$ cat config.mk
export PLATFORM = sky130hd
export DESIGN_NAME = mips_multicycle_controller
export DESIGN_NICKNAME = d
export VERILOG_FILES = /design/src/rtl/mips_multicycle_controller.sv
export SDC_FILE = /design/constraint.sdc
export NUM_CORES = 1
export LEC_CHECK = 0
export CORE_AREA = 5 5 50 47
export CTS_BUF_LIST = sky130_fd_sc_hd__clkbuf_4
export DETAILED_ROUTE_END_ITERATION = 10
export DIE_AREA = 0 0 55 52
export PLACE_DENSITY = 0.78
export SETUP_SLACK_MARGIN = 0.5
export SYNTH_ARGS = -nofsm -noshare
export SYNTH_HDL_FRONTEND = slang
export SYNTH_SLANG_ARGS = --single-unit
$ cat constraint.sdc
create_clock -name clk -period 2.7 [get_ports clk]
set_input_delay 0.54 -clock clk [delete_from_list [all_inputs] [get_ports clk]]
set_output_delay 0.54 -clock clk [all_outputs]
set_load 0.02 [all_outputs]
$ cat src/rtl/mips_multicycle_controller.sv
// Moore FSM control unit for a multicycle MIPS datapath with a shared ALU and unified memory.
// Memory-access states can stall on a memready handshake from slow memory.
module mips_multicycle_controller #(
    parameter bit HAS_MEMREADY = 1'b1,
    parameter bit HAS_BNE      = 1'b1
) (
    input  logic       clk,
    input  logic       reset,
    input  logic [5:0] op,
    input  logic [5:0] funct,
    input  logic       zero,
    input  logic       memready,
    output logic       iord,
    output logic       irwrite,
    output logic       memwrite,
    output logic       pcen,
    output logic [1:0] pcsrc,
    output logic       alusrca,
    output logic [1:0] alusrcb,
    output logic [2:0] alucontrol,
    output logic       regdst,
    output logic       memtoreg,
    output logic       regwrite,
    output logic       instr_done,
    output logic       illegal_op,
    output logic [3:0] state
);

    localparam logic [3:0] FETCH    = 4'd0;
    localparam logic [3:0] DECODE   = 4'd1;
    localparam logic [3:0] MEMADR   = 4'd2;
    localparam logic [3:0] MEMRD    = 4'd3;
    localparam logic [3:0] MEMWB    = 4'd4;
    localparam logic [3:0] MEMWR    = 4'd5;
    localparam logic [3:0] RTYPEEX  = 4'd6;
    localparam logic [3:0] RTYPEWB  = 4'd7;
    localparam logic [3:0] BRANCHEX = 4'd8;
    localparam logic [3:0] ADDIEX   = 4'd9;
    localparam logic [3:0] ADDIWB   = 4'd10;
    localparam logic [3:0] JEX      = 4'd11;

    localparam logic [5:0] OP_RTYPE = 6'b000000;
    localparam logic [5:0] OP_LW    = 6'b100011;
    localparam logic [5:0] OP_SW    = 6'b101011;
    localparam logic [5:0] OP_BEQ   = 6'b000100;
    localparam logic [5:0] OP_BNE   = 6'b000101;
    localparam logic [5:0] OP_ADDI  = 6'b001000;
    localparam logic [5:0] OP_J     = 6'b000010;

    localparam logic [2:0] ALU_ADD = 3'b010;
    localparam logic [2:0] ALU_SUB = 3'b110;
    localparam logic [2:0] ALU_AND = 3'b000;
    localparam logic [2:0] ALU_OR  = 3'b001;
    localparam logic [2:0] ALU_SLT = 3'b111;

    // R-type function codes this controller supports.
    function automatic logic funct_legal(input logic [5:0] f);
        logic ok;
        case (f)
            6'b100000, 6'b100010, 6'b100100, 6'b100101, 6'b101010: ok = 1'b1;
            default:                                               ok = 1'b0;
        endcase
        return ok;
    endfunction

    function automatic logic [2:0] funct_aluctl(input logic [5:0] f);
        logic [2:0] ctl;
        case (f)
            6'b100000: ctl = ALU_ADD;
            6'b100010: ctl = ALU_SUB;
            6'b100100: ctl = ALU_AND;
            6'b100101: ctl = ALU_OR;
            6'b101010: ctl = ALU_SLT;
            default:   ctl = ALU_ADD;
        endcase
        return ctl;
    endfunction

    logic [3:0] state_r;
    logic [3:0] next_state_s;
    logic       mem_ok_s;
    logic       is_bne_s;
    logic       irwrite_s;
    logic       memwrite_s;
    logic       pcen_s;
    logic       regwrite_s;
    logic       instr_done_s;
    logic       illegal_op_s;

    assign mem_ok_s = HAS_MEMREADY ? memready : 1'b1;
    assign is_bne_s = HAS_BNE && (op == OP_BNE);

    // State register; reset returns to FETCH on the next edge.
    always_ff @(posedge clk) begin
        if (reset) begin
            state_r <= FETCH;
        end else begin
            state_r <= next_state_s;
        end
    end

    // Next-state and Moore output decode; memready and zero only gate strobes.
    always_comb begin
        next_state_s = FETCH;
        iord         = 1'b0;
        irwrite_s    = 1'b0;
        memwrite_s   = 1'b0;
        pcen_s       = 1'b0;
        pcsrc        = 2'b00;
        alusrca      = 1'b0;
        alusrcb      = 2'b00;
        alucontrol   = ALU_ADD;
        regdst       = 1'b0;
        memtoreg     = 1'b0;
        regwrite_s   = 1'b0;
        instr_done_s = 1'b0;
        illegal_op_s = 1'b0;
        case (state_r)
            FETCH: begin
                alusrcb   = 2'b01;
                irwrite_s = mem_ok_s;
                pcen_s    = mem_ok_s;
                if (mem_ok_s) begin
                    next_state_s = DECODE;
                end else begin
                    next_state_s = FETCH;
                end
            end
            DECODE: begin
                // ALU precomputes the branch target while the opcode is decoded.
                alusrcb = 2'b11;
                case (op)
                    OP_LW, OP_SW: next_state_s = MEMADR;
                    OP_RTYPE: begin
                        if (funct_legal(funct)) begin
                            next_state_s = RTYPEEX;
                        end else begin
                            illegal_op_s = 1'b1;
                            next_state_s = FETCH;
                        end
                    end
                    OP_BEQ:  next_state_s = BRANCHEX;
                    OP_BNE: begin
                        if (HAS_BNE) begin
                            next_state_s = BRANCHEX;
                        end else begin
                            illegal_op_s = 1'b1;
                            next_state_s = FETCH;
                        end
                    end
                    OP_ADDI: next_state_s = ADDIEX;
                    OP_J:    next_state_s = JEX;
                    default: begin
                        illegal_op_s = 1'b1;
                        next_state_s = FETCH;
                    end
                endcase
            end
            MEMADR: begin
                alusrca = 1'b1;
                alusrcb = 2'b10;
                if (op == OP_SW) begin
                    next_state_s = MEMWR;
                end else begin
                    next_state_s = MEMRD;
                end
            end
            MEMRD: begin
                iord = 1'b1;
                if (mem_ok_s) begin
                    next_state_s = MEMWB;
                end else begin
                    next_state_s = MEMRD;
                end
            end
            MEMWB: begin
                memtoreg     = 1'b1;
                regwrite_s   = 1'b1;
                instr_done_s = 1'b1;
                next_state_s = FETCH;
            end
            MEMWR: begin
                // Write strobe held for the whole access; retirement waits on memready.
                iord         = 1'b1;
                memwrite_s   = 1'b1;
                instr_done_s = mem_ok_s;
                if (mem_ok_s) begin
                    next_state_s = FETCH;
                end else begin
                    next_state_s = MEMWR;
                end
            end
            RTYPEEX: begin
                alusrca      = 1'b1;
                alucontrol   = funct_aluctl(funct);
                next_state_s = RTYPEWB;
            end
            RTYPEWB: begin
                regdst       = 1'b1;
                regwrite_s   = 1'b1;
                instr_done_s = 1'b1;
                next_state_s = FETCH;
            end
            BRANCHEX: begin
                alusrca      = 1'b1;
                alucontrol   = ALU_SUB;
                pcsrc        = 2'b01;
                pcen_s       = is_bne_s ? ~zero : zero;
                instr_done_s = 1'b1;
                next_state_s = FETCH;
            end
            ADDIEX: begin
                alusrca      = 1'b1;
                alusrcb      = 2'b10;
                next_state_s = ADDIWB;
            end
            ADDIWB: begin
                regwrite_s   = 1'b1;
                instr_done_s = 1'b1;
                next_state_s = FETCH;
            end
            JEX: begin
                pcsrc        = 2'b10;
                pcen_s       = 1'b1;
                instr_done_s = 1'b1;
                next_state_s = FETCH;
            end
            default: begin
                next_state_s = FETCH;
            end
        endcase
    end

    // Reset kills every strobe in the same cycle, aborting any in-flight access.
    assign irwrite    = irwrite_s    & ~reset;
    assign memwrite   = memwrite_s   & ~reset;
    assign pcen       = pcen_s       & ~reset;
    assign regwrite   = regwrite_s   & ~reset;
    assign instr_done = instr_done_s & ~reset;
    assign illegal_op = illegal_op_s & ~reset;
    assign state      = state_r;

endmodule
==> reports/summary.txt <==
syn nets: 119
Via density: 5.578
CTS Buffer Depth: 2
final setup fails: 0
Layout Skew: 0.005314 ns
flop2flop setup slack: 1.04 ns
fin crit period: 2.500 ns
worst hold margin: 0.6048 ns
Slew @ Worst Pin: 0.5336 ns
Mapped Cells: 103
initial antenna violation count: 0
Fillers: 139
TritonCTS Buffers: 3
port bufs: 36
post-synth cell types: 36
Core ar.: 1821 um^2
Tot GR Track Use: 21.39%
clock sinks: 4
Largest register FFs: 4
RSZ-0062 raised after global routing: yes
hold bufs inserted after CTS: 0
post-synthesis area per instance: 6.353 um^2
critical path launch point type: primary input
final core utilization: 73.68%
Starting Density: 35.95%
outcome: finished clean
# diodes: 0
First-pass DRT Iterations: 4
Rows: 15
Layout Cells excl Fill: 187
Die Ht: 52 um
f_max: 400.0 MHz
layout cells sized above 1: 39.51%
Crit. End Element: primary output
post-detailed-placement half-perimeter wirelength: 2114 um
largest net degree at the start of global routing: 14
slew margin rel.: 63.51%
area of the die: 2860 um^2
yosys synthesis warning count: 0
Clock transition at path regs: 0.04 ns
Placer Congestion: 0.8530
top-level I/O count: 37
Final period util: 92.59%
detailed-route wire length per cell: 15.56 um
critical setup path kind: primary input to primary output
DR vias: 1,043
Iteration-0 DRC Markers: 62
P_leak: 0.0006017 uW
Routed Antenna Nets: 0
Area Overhead vs Synth: 105.0%
Routed WL: 2909 um
mapped cell area: 654.4 um^2
VDD IR max: 0.2605 mV
H-Tree Depth: 1
register area share after synthesis: 12.24%
vias in the first global route: 1,055
clk root buf: clkbuf_4
worst skew pair latency: 0.24 ns
final hold vios: 0
Worst Path Required: 2.16 ns
max_cap viols: 0
#FFs+latches synth: 4
PwrDens: 203.2 nW/um^2
crit-path max FO: 2
first-pass GRT wire length: 4595 um
DRC: 0
Die X: 55 um
GRT Residual Overflow: 0
CTS tree: built
Hold WC Path Type: flip-flop to flip-flop
Critical Path AT: 1.96 ns
Final Net Count: 180
max-slew violation count: 0
Placed Instances: 179
-- kinds of logic after synthesis --
logic type      share of synthesized area (%)
simple gates                            46.66
mux                                     3.059
compound gates                          28.87
flops                                   12.24
xor+xnor                                4.016
buf+inv                                 5.164
-- routing by layer --
metal | up-vias | GRT usage (%) | part of all wire, % | wire, um
met5 | - | 0 | 0 | 0
met4 | 0 | 6.073 | 0.65 | 19
met3 | 4 | 5.444 | 10 | 293
met2 | 65 | 37.01 | 48 | 1408
met1 | 472 | 25.34 | 41 | 1188
li1 | 502 | - | - | -
-- cell usage after synthesis --
library cell  instances  area (um^2)
nor2b_1               5        31.28
nor3_1                7        35.03
a31o_2                1        8.760
nand3b_1              2        15.01
a32oi_1               1        8.760
o31ai_1               1        7.510
and4b_1               1        10.01
o32ai_1               1        8.760
or4_4                 2        22.52
o22ai_1               2        12.51
a211oi_1              1        7.510
a2111oi_0             2        17.52
nand4_1               1        6.260
nor3b_1               3        22.52
or3_1                 1        6.260
clkbuf_1              5        18.77
a221oi_1              1        8.760
o211a_1               1        10.01
nor4bb_1              1        10.01
nand2b_1              6        37.54
a21oi_1              13        65.06
xor2_1                1        8.760
o21bai_1              1        7.510
nand4b_1              1        8.760
nor4_1                1        6.260
o21ai_0               4        20.02
xnor2_1               2        17.52
and3_1                1        6.260
mux2i_1               2        20.02
dfxtp_1               4        80.08
nor2_1               11        41.29
a31oi_1               1        6.260
buf_1                 2        7.510
nand2_1              11        41.29
nand3_1               1        5.000
inv_1                 2        7.510
-- where the power goes --
part | total (uW) | internal, uW | switching [uW]
Combinational | 134 | 69.5 | 64.2
Sequential | 63.0 | 60.1 | 2.85
Clock | 75.9 | 49.8 | 26.0
Total | 273 | 179 | 93.1
-- final cells by class --
class | instances | area (um^2) | area share, %
timing repair buffer | 63 | 548.0 | 40.86
clock buffer | 3 | 22.52 | 1.679
sequential | 4 | 86.33 | 6.437
inverter | 2 | 7.507 | 0.5597
tap | 25 | 31.28 | 2.332
multi-input combinational | 90 | 645.6 | 48.13
-- layout by cell type (no fill, tap or decap), types with 3 or more instances in the layout --
| master | n |
|---|---|
| clkdlybuf4s50_1 | 7 |
| nor2_1 | 10 |
| o21ai_0 | 4 |
| nand2b_1 | 4 |
| a21oi_1 | 12 |
| buf_2 | 3 |
| buf_6 | 5 |
| dlymetal6s2s_1 | 5 |
| nor2b_1 | 3 |
| nor3_1 | 4 |
| buf_4 | 29 |
| dlygate4sd2_1 | 9 |
| nand2_1 | 11 |
| clkbuf_4 | 3 |
-- worst max-delay path, cell delays in order --
cell,delay (ns)
buf_6,0.09
or4_4,0.53
or4_4,0.43
o211a_4,0.24
buf_6,0.13
-- path summary, 6_finish.rpt --
kind	startpoint	endpoint	cells past startpoint
setup / recovery	op[4]	illegal_op	5
hold / removal	state[2]	state[3]	1
setup reg to reg	state[2]	state[1]	6
hold reg to reg	state[2]	state[3]	1
-- through the flow --
step	power (uW)	TNS (ns)	instance area, um^2	setup WS (ns)
after floorplan	116.9	0	701.9	0.4045
after global placement	184.0	-0.9900	1232	-0.5336
after detailed placement	186.4	-1.066	1232	-0.5652
after CTS	269.5	0	1292	0.1100
after global routing	293.6	0	1341	0.1810
final	272.6	0	1341	0.2000
-- what timing repair did --
action                     in CTS  in global routing
setup endpoints to repair      20                 10
setup buffers                   3                  2
pin swaps                      11                 10
resized for setup              82                 14
gates cloned                    0                  0
(Power assumes the default switching activity.)
